### src/rtl/trinity_mem_arbiter.sv
// Round-robin arbiter funnelling NUM_CH core channels onto a single memory port.
// Optional feature: define TRINITY_MEM_TIMEOUT_EN to abort stalled accesses after TIMEOUT_CYC cycles.
module trinity_mem_arbiter #(
   parameter int NUM_CH      = 4,
   parameter int ADDR_W      = 64,
   parameter int DATA_W      = 64,
   parameter int TIMEOUT_CYC = 16
) (
   input  logic                     clk,
   input  logic                     rst,
   input  logic [NUM_CH-1:0]        ch_req,
   input  logic [NUM_CH-1:0]        ch_we,
   input  logic [NUM_CH*ADDR_W-1:0] ch_addr,
   input  logic [NUM_CH*DATA_W-1:0] ch_wdata,
   output logic [NUM_CH-1:0]        ch_ack,
   output logic [NUM_CH-1:0]        ch_exception,
   output logic [DATA_W-1:0]        ch_rdata,
   output logic                     mem_req,
   output logic                     mem_we,
   output logic [ADDR_W-1:0]        addr,
   output logic [DATA_W-1:0]        wdata,
   input  logic [DATA_W-1:0]        rdata,
   input  logic                     mem_ack,
   output logic                     busy
);

   // state   | meaning
   // IDLE    | no transaction; arbitrate among ch_req from rr_ptr
   // BUSY    | mem_req held with latched we/addr/wdata, waiting for mem_ack
   // RESP    | one-cycle ch_ack (and ch_exception on timeout) to granted channel

   localparam int IDX_W = (NUM_CH > 1) ? $clog2(NUM_CH) : 1;

   if (NUM_CH < 2 || NUM_CH > 16 || TIMEOUT_CYC < 2 || TIMEOUT_CYC > 255) begin : g_param_check
      $error("trinity_mem_arbiter: parameter out of range");
   end

   typedef enum logic [1:0] {
      ST_IDLE = 2'd0,
      ST_BUSY = 2'd1,
      ST_RESP = 2'd2
   } state_t;

   state_t              state_q;
   logic [IDX_W-1:0]    rr_ptr_q;
   logic [IDX_W-1:0]    gnt_q;
   logic                mem_req_q;
   logic                mem_we_q;
   logic [ADDR_W-1:0]   addr_q;
   logic [DATA_W-1:0]   wdata_q;
   logic [NUM_CH-1:0]   ch_ack_q;
   logic [DATA_W-1:0]   ch_rdata_q;
   logic                busy_q;

   logic [IDX_W-1:0]    gnt_d;
   logic                gnt_vld_d;
   logic                sel_we;
   logic [ADDR_W-1:0]   sel_addr;
   logic [DATA_W-1:0]   sel_wdata;
   logic [NUM_CH-1:0]   gnt_oh;
   logic [IDX_W-1:0]    rr_ptr_d;

`ifdef TRINITY_MEM_TIMEOUT_EN
   localparam logic [7:0] TO_LAST = 8'(TIMEOUT_CYC - 1);
   logic [7:0]          to_cnt_q;
   logic [NUM_CH-1:0]   ch_exc_q;
`endif

   // Walk offsets from the far end inward so the nearest requester at or after rr_ptr wins.
   always_comb begin
      gnt_vld_d = 1'b0;
      gnt_d     = rr_ptr_q;
      for (int k = NUM_CH - 1; k >= 0; k--) begin
         for (int i = 0; i < NUM_CH; i++) begin
            if (ch_req[i] &&
                ((int'(rr_ptr_q) + k == i) || (int'(rr_ptr_q) + k == i + NUM_CH))) begin
               gnt_vld_d = 1'b1;
               gnt_d     = IDX_W'(i);
            end
         end
      end
   end

   always_comb begin
      sel_we    = 1'b0;
      sel_addr  = '0;
      sel_wdata = '0;
      for (int i = 0; i < NUM_CH; i++) begin
         if (gnt_d == IDX_W'(i)) begin
            sel_we    = ch_we[i];
            sel_addr  = ch_addr[i*ADDR_W +: ADDR_W];
            sel_wdata = ch_wdata[i*DATA_W +: DATA_W];
         end
      end
   end

   assign gnt_oh   = NUM_CH'(1) << gnt_q;
   assign rr_ptr_d = (gnt_q == IDX_W'(NUM_CH - 1)) ? '0 : gnt_q + IDX_W'(1);

   always_ff @(posedge clk or posedge rst) begin
      if (rst) begin
         state_q    <= ST_IDLE;
         rr_ptr_q   <= '0;
         gnt_q      <= '0;
         mem_req_q  <= 1'b0;
         mem_we_q   <= 1'b0;
         addr_q     <= '0;
         wdata_q    <= '0;
         ch_ack_q   <= '0;
         ch_rdata_q <= '0;
         busy_q     <= 1'b0;
`ifdef TRINITY_MEM_TIMEOUT_EN
         to_cnt_q   <= '0;
         ch_exc_q   <= '0;
`endif
      end else begin
         ch_ack_q <= '0;
`ifdef TRINITY_MEM_TIMEOUT_EN
         ch_exc_q <= '0;
`endif
         case (state_q)
            ST_IDLE: begin
               if (gnt_vld_d) begin
                  gnt_q     <= gnt_d;
                  mem_we_q  <= sel_we;
                  addr_q    <= sel_addr;
                  wdata_q   <= sel_wdata;
                  mem_req_q <= 1'b1;
                  busy_q    <= 1'b1;
                  state_q   <= ST_BUSY;
`ifdef TRINITY_MEM_TIMEOUT_EN
                  to_cnt_q  <= '0;
`endif
               end
            end
            ST_BUSY: begin
               // A mem_ack in the timeout cycle still counts as a normal completion.
               if (mem_ack) begin
                  ch_rdata_q <= mem_we_q ? '0 : rdata;
                  mem_req_q  <= 1'b0;
                  ch_ack_q   <= gnt_oh;
                  state_q    <= ST_RESP;
               end
`ifdef TRINITY_MEM_TIMEOUT_EN
               else if (to_cnt_q == TO_LAST) begin
                  ch_rdata_q <= '0;
                  mem_req_q  <= 1'b0;
                  ch_ack_q   <= gnt_oh;
                  ch_exc_q   <= gnt_oh;
                  state_q    <= ST_RESP;
               end else begin
                  to_cnt_q   <= to_cnt_q + 8'd1;
               end
`endif
            end
            ST_RESP: begin
               rr_ptr_q <= rr_ptr_d;
               busy_q   <= 1'b0;
               state_q  <= ST_IDLE;
            end
            default: begin
               state_q <= ST_IDLE;
            end
         endcase
      end
   end

   assign ch_ack   = ch_ack_q;
   assign ch_rdata = ch_rdata_q;
   assign mem_req  = mem_req_q;
   assign mem_we   = mem_we_q;
   assign addr     = addr_q;
   assign wdata    = wdata_q;
   assign busy     = busy_q;

`ifdef TRINITY_MEM_TIMEOUT_EN
   assign ch_exception = ch_exc_q;
`else
   assign ch_exception = '0;
`endif

endmodule

### config.mk
export PLATFORM = sky130hd
export DESIGN_NAME = trinity_mem_arbiter
export DESIGN_NICKNAME = d
export VERILOG_FILES = /design/src/rtl/trinity_mem_arbiter.sv
export SDC_FILE = /design/constraint.sdc
export NUM_CORES = 1
export LEC_CHECK = 0
export CAP_MARGIN = 5
export CORE_AREA = 10 10 295 297
export CTS_CLUSTER_SIZE = 24
export DETAILED_ROUTE_END_ITERATION = 10
export DIE_AREA = 0 0 305 307
export PLACE_DENSITY = 0.36
export SYNTH_ARGS = -nofsm -noshare
export SYNTH_HDL_FRONTEND = slang
export SYNTH_SLANG_ARGS = --single-unit
### constraint.sdc
create_clock -name clk -period 7.4 [get_ports clk]
set_clock_uncertainty 0.15 [all_clocks]
set_input_delay 1.11 -clock clk [delete_from_list [all_inputs] [get_ports clk]]
set_output_delay 1.11 -clock clk [all_outputs]
set_load 0.03 [all_outputs]
==> results by group, run 1 <==
Clock network
  • CTS Hold Bufs: 0
  • Setup bufs post-CTS: 0
  • Clk buf depth: 3
  • Latest clock arrival within the worst-skew pair: 0.58 ns
  • PostCTS Resize Cnt: 0
  • CTS buffer count: 30
  • Root buffer cell: clkbuf_16
  • # H-tree levels: 1
  • TritonCTS clock tree: yes
  • Clk sink count: 205
  • Register clock-pin slew on the reported worst setup and hold paths: 0.06 ns

Placement
  • Place WS: 2.79 ns
  • Area after DPL: 20000 µm²
  • Placer Congestion: 0.809
  • Final HPWL DP: 58.6 mm
  • Port bufs: 785

Finish
  • Synth-to-Final Area Change: 87.8%
  • Design Area, Final: 21100 µm²
  • Fin util: 25.9%
  • NumNets Final: 2541
  • Commonest non-fill, non-tap cells in the layout: clkdlybuf4s50_1, a21oi_1, dfrtp_1
  • Layout cells sized above 1: 4.11%
  • Commonest non-fill, non-tap cell in the layout: clkdlybuf4s50_1

Setup path
  • Critical path startpoint category: primary input
  • CP Capture Type: flip-flop
  • Peak fanout along the critical path: 55
  • CP Data Arrival Time: 4.40 ns
  • Critical path startpoint: ch_req[0]
  • Reg-to-Reg Start: rr_ptr_q[1]
  • WS Path Type: in2reg
  • WP data required: 7.75 ns

STA
  • Worst rel slew slack: 22.9%
  • Worst Tran Pin Value: 1.15 ns
  • Sum of negative setup slack: 0 ns
  • Fmax: 247 MHz
  • Final min period: 4.05 ns
  • Tcrit/Tclk final: 54.7%
  • Crit path setup slack, layout: 3.35 ns
  • Final hold violation count: 0
  • Setup repair after global routing missed its margin: false
  • # setup viols final: 0
  • Fin. max-slew vios: 0

Drt
  • Drt pass-1 iters: 5
  • Total Wirelength: 78.0 mm
  • Remaining antenna violation count after routing: 0
  • Wire per inst: 25.5 µm
  • Drt initial violations: 793
  • Vias: 13243
  • Post-route DRC: 0
  • Vias per inst: 4.33

Min path
  • Hold Crit Start: ch_rdata[1]
  • HP Class: reg2reg

Pwr
  • Peak supply drop: 0.275 mV
  • Sw Pwr: 0.00426 W
  • Pwr/cell area: 421 nW/µm²
  • Logic pwr share: 59.4%
  • Leak pwr: 7.72 nW
  • Sequential group share of total power: 23.0%
  • Clock power share: 17.6%
  • P_int: 0.00462 W
  • Sw Share: 48.0%

Global routing
  • Total grt overflow: 0
  • Vias in the first global route: 14186
  • Largest net degree at the start of global routing: 167
  • First-pass GRT wire length: 109 mm
  • Antenna violations before repair: 30
  • Tot GR Track Use: 15.6%

Floorplanning
  • Die height: 307 µm
  • Starting Density: 13.8%
  • Die Width: 305 µm
  • # rows: 105
  • I/O pin count: 790
  • Core area: 81300 µm²
  • Total die area: 93600 µm²

Synth
  • Sequential-to-total area share from yosys stat: 45.7%
  • Mean Syn Cell Area: 8.93 µm²
  • Asr flop ratio synth: 100%
  • Post-synth EDFFs: 0
  • Synthesized area: 11200 µm²
  • Top FF cell, synth: dfrtp_1
  • Yosys cell types: 36
  • Yosys reg bits: 205
  • Synth Warn #: 0
  • Mapped Cells: 1258

Outcome
  • Status: finished, final reports clean

Run
  • Number of max-cap violations: 0
[per-stage QoR]
step           cells  hold WS (ns)  power (W)
2_1_floorplan   1261         0.309    0.00500
3_3_place_gp    2988         0.312    0.00738
3_5_place_dp    2988         0.321    0.00742
4_1_cts         3043         0.336    0.00906
5_1_grt         3053         0.348    0.00949
6_report        3056         0.330    0.00889
[area by class of cell]
type	instances	area (µm²)
diodes	13	32.5
clock inverters	17	201
clock buffers	38	852
fillers	8778	60200
multi-input cells	903	5470
flip-flops and latches	205	5130
well taps	1070	1340
repair buffers	802	8040
inverters	8	37.5
[path summary, 6_finish.rpt]
| kind | slack [ns] | cells past startpoint | to |
|---|---|---|---|
| min in group asynchronous | 0.88 | 2 | addr[30] |
| max reg2reg | 4.17 | 6 | addr[54] |
| max | 3.35 | 7 | addr[54] |
| max in group asynchronous | 5.01 | 3 | mem_we |
| min reg2reg | 0.33 | 2 | ch_rdata[1] |
| min | 0.33 | 2 | ch_rdata[1] |
[routing by layer]
layer  global-route usage, %  part of all wire [%]
met1                    17.1                    37
met2                    27.2                    50
met3                    6.29                   9.3
met4                    4.95                   3.0
met5                       0                  0.24
[worst max-delay path: stages]
cell             delay [ns]
clkdlybuf4s50_1        0.58
or2_2                  0.41
a211oi_1               0.35
a221o_4                0.66
buf_4                  0.78
a221oi_1               0.24
a21oi_1                0.20
[flip-flops by register name, indices dropped and copies added, names as in the netlist]
| register | count |
|---|---|
| mem_we | 1 |
| state_q | 2 |
| busy | 1 |
| addr | 64 |
| ch_rdata | 64 |
| wdata | 64 |
| mem_req | 1 |
| gnt_q | 2 |
| ch_ack | 4 |
| rr_ptr_q | 2 |
[cells in the mapped netlist, types with 2 or more instances]
library cell / instances / area, µm²
a21oi_1: 264 / 1320
a221oi_1: 129 / 1130
and2_1: 4 / 25.0
buf_2: 67 / 335
buf_4: 11 / 82.6
clkbuf_1: 66 / 248
dfrtp_1: 205 / 5130
ha_1: 4 / 50.1
inv_1: 7 / 26.3
nand2_1: 70 / 263
nand2b_1: 69 / 432
nand3_1: 2 / 10.0
nor2_1: 135 / 507
nor2b_1: 2 / 12.5
nor3_1: 3 / 15.0
o21a_1: 2 / 15.0
o21ai_0: 70 / 350
o21bai_1: 2 / 15.0
o2bb2ai_1: 129 / 1130
[power groups by stage]
stage / registers, W / logic [W] / clock network, W
after global routing: 0.00212 / 0.00569 / 0.00168
final: 0.00204 / 0.00528 / 0.00157
after global placement: 0.00204 / 0.00533 / 0
after detailed placement: 0.00206 / 0.00536 / 0
after floorplan: 0.00305 / 0.00194 / 0
after CTS: 0.00205 / 0.00537 / 0.00164
[cells by family (layout without fill, tap and decap cells)]
logic type | Yosys count | after routing | synth area share [%]
AO/OA/AOI/OAI | 606 | 606 | 36.1
adder cells (fa/ha/maj) | 4 | 4 | 0.446
buffers and inverters | 153 | 865 | 6.23
flip-flops | 205 | 205 | 45.7
multiplexers | 1 | 1 | 0.100
other | 1 | 17 | 0.0334
AND/OR/NAND/NOR | 288 | 288 | 11.4
(Power assumes the default switching activity.)
==> run 2, diff against run 1 <==
CORE_AREA = 10 10 303 305   (was 10 10 295 297)
DIE_AREA = 0 0 313 315   (was 0 0 305 307)
clock period = 3.3 ns   (was 7.4 ns; I/O delays follow)
==> results by group, run 2 (synthesis results as in run 1) <==
Clock network
  • Register clock-pin slew on the reported worst setup and hold paths: 0.06 ns (about the same)
  • TritonCTS clock tree: yes (unchanged)
  • Setup bufs post-CTS: 0 (unchanged)
  • PostCTS Resize Cnt: 0 (unchanged)
  • CTS buffer count: 30 (unchanged)
  • Clk buf depth: 3 (unchanged)
  • Clk sink count: 205 (unchanged)
  • Root buffer cell: clkbuf_16 (unchanged)
  • # H-tree levels: 1 (unchanged)
  • Latest clock arrival within the worst-skew pair: 0.58 ns (about the same)
  • CTS Hold Bufs: 0 (unchanged)

Setup path
  • WS Path Type: reg2reg (was in2reg)
  • Critical path startpoint category: flip-flop (was primary input)
  • CP Capture Type: flip-flop (unchanged)
  • WP data required: 3.60 ns (was 7.75 ns)
  • CP Data Arrival Time: 2.92 ns (was 4.40 ns)
  • Peak fanout along the critical path: 25 (was 55)

Global routing
  • First-pass GRT wire length: 111 mm (was 109 mm)
  • Tot GR Track Use: 15.0% (was 15.6%)
  • Antenna violations before repair: 15 (was 30)
  • Total grt overflow: 0 (unchanged)
  • Largest net degree at the start of global routing: 110 (was 167)
  • Vias in the first global route: 14770 (was 14186)

Pwr
  • Leak pwr: 7.96 nW (was 7.72 nW)
  • Clock power share: 15.9% (was 17.6%)
  • Peak supply drop: 0.424 mV (was 0.275 mV)
  • Logic pwr share: 61.5% (was 59.4%)
  • P_int: 0.0106 W (was 0.00462 W)
  • Pwr/cell area: 936 nW/µm² (was 421 nW/µm²)
  • Sequential group share of total power: 22.6% (was 23.0%)
  • Sw Pwr: 0.00971 W (was 0.00426 W)
  • Sw Share: 47.8% (was 48.0%)

Drt
  • Drt initial violations: 612 (was 793)
  • Total Wirelength: 78.8 mm (was 78.0 mm)
  • Wire per inst: 24.8 µm (was 25.5 µm)
  • Vias: 13425 (was 13243)
  • Post-route DRC: 0 (unchanged)
  • Vias per inst: 4.23 (was 4.33)
  • Remaining antenna violation count after routing: 0 (unchanged)
  • Drt pass-1 iters: 5 (unchanged)

Min path
  • HP Class: in2async (was reg2reg)

Finish
  • Commonest non-fill, non-tap cells in the layout: clkdlybuf4s50_1, a21oi_1, dfrtp_1 (unchanged)
  • Commonest non-fill, non-tap cell in the layout: clkdlybuf4s50_1 (unchanged)
  • Synth-to-Final Area Change: 92.9% (was 87.8%)
  • Layout cells sized above 1: 5.56% (was 4.11%)
  • Final cell count without fillers: 3173 (was 3056)
  • NumNets Final: 2584 (was 2541)

Floorplanning
  • Total die area: 98600 µm² (was 93600 µm²)
  • # rows: 108 (was 105)
  • Starting Density: 13.1% (was 13.8%)
  • I/O pin count: 790 (unchanged)
  • Die height: 315 µm (was 307 µm)
  • Core area: 85900 µm² (was 81300 µm²)
  • Die Width: 313 µm (was 305 µm)

Placement
  • Port bufs: 785 (unchanged)
  • Placer Congestion: 0.912 (was 0.809)
  • Final HPWL DP: 61.7 mm (was 58.6 mm)
  • Placed insts: 3116 (was 2988)

STA
  • Tcrit/Tclk final: 79.2%
  • Worst rel slew slack: 58.3% (was 22.9%)
  • Fmax: 383 MHz
  • Final min period: 2.61 ns
  • Worst Tran Pin Value: 0.626 ns (was 1.15 ns)
  • Min Hold Slack: 0.129 ns (was 0.330 ns)
  • Final hold violation count: 0 (unchanged)
  • Setup repair after global routing missed its margin: false (unchanged)
  • Fin. max-slew vios: 0 (unchanged)
  • # setup viols final: 0 (unchanged)

Run
  • Number of max-cap violations: 0 (unchanged)

Outcome
  • Status: finished, final reports clean (unchanged)
[run 2: changes by cell type in the layout (fill, tap and decap cells not counted), sizes merged]
| cell | previous run | this run |
|---|---|---|
| clkbuf | 38 | 50 |
| clkinvlp | 2 | 1 |
| buf | 17 | 60 |
| diode | 13 | 5 |
| clkinv | 11 | 1 |
| bufinv | 4 | 0 |
[run 2: layout make-up]
type                       count  area [µm²]
timing repair buffer         845        8630
antenna                        5        12.5
fill                        9380       64300
multi-input combinational    903        5470
tap                         1155        1450
inverter                       8        33.8
clock inverter                 2        13.8
sequential                   205        5130
clock buffer                  50         937
[run 2: metal layers]
| layer | share of wire, % | routed length (µm) | global-route usage [%] | vias up |
|---|---|---|---|---|
| met5 | 0.15 | 121 | 0 | - |
| met4 | 2.7 | 2150 | 4.27 | 18 |
| met3 | 8.4 | 6630 | 5.39 | 92 |
| met2 | 51 | 40300 | 27.1 | 550 |
| met1 | 38 | 29600 | 16.3 | 6593 |
| li1 | - | - | - | 6172 |
[run 2: critical path, stage by stage (launching register included)]
cell	delay [ns]
dfrtp_1	0.57
inv_1	0.17
o311a_1	0.42
o31ai_4	0.30
buf_12	0.25
buf_4	0.33
o2bb2ai_1	0.18
a21oi_1	0.07
[run 2: power by group through the flow]
| stage | logic, W | registers (W) | clock network (W) |
|---|---|---|---|
| 6_report | 0.0125 | 0.00459 | 0.00323 |
| 3_3_place_gp | 0.0126 | 0.00459 | 0 |
| 4_1_cts | 0.0127 | 0.00461 | 0.00339 |
| 2_1_floorplan | 0.00436 | 0.00685 | 0 |
| 3_5_place_dp | 0.0127 | 0.00463 | 0 |
| 5_1_grt | 0.0134 | 0.00475 | 0.00347 |
[run 2: final timing paths]
kind	from	to	slack (ns)	cells after the start
worst max-delay path	rr_ptr_q[0]	addr[51]	0.69	7
worst min-delay path	rst	ch_rdata[57]	0.13	2
worst max register to register	rr_ptr_q[0]	addr[51]	0.69	7
worst min register to register	ch_rdata[12]	ch_rdata[12]	0.33	2
max in group asynchronous	rst	wdata[43]	1.97	3
min in group clk	rdata[52]	ch_rdata[52]	0.32	3
[run 2: metrics by stage]
step | util [%] | setup TNS, ns | setup WS [ns] | power, W | cell area, µm²
finish | 25.2 | 0 | 0.686 | 0.0203 | 21700
global route | 25.2 | 0 | 0.486 | 0.0216 | 21700
CTS | 25.2 | 0 | 0.679 | 0.0207 | 21700
detailed placement | 24.1 | 0 | 0.202 | 0.0173 | 20700
global placement | 24.1 | 0 | 0.275 | 0.0172 | 20700
floorplan | - | -0.670 | -0.00327 | 0.0112 | 11200
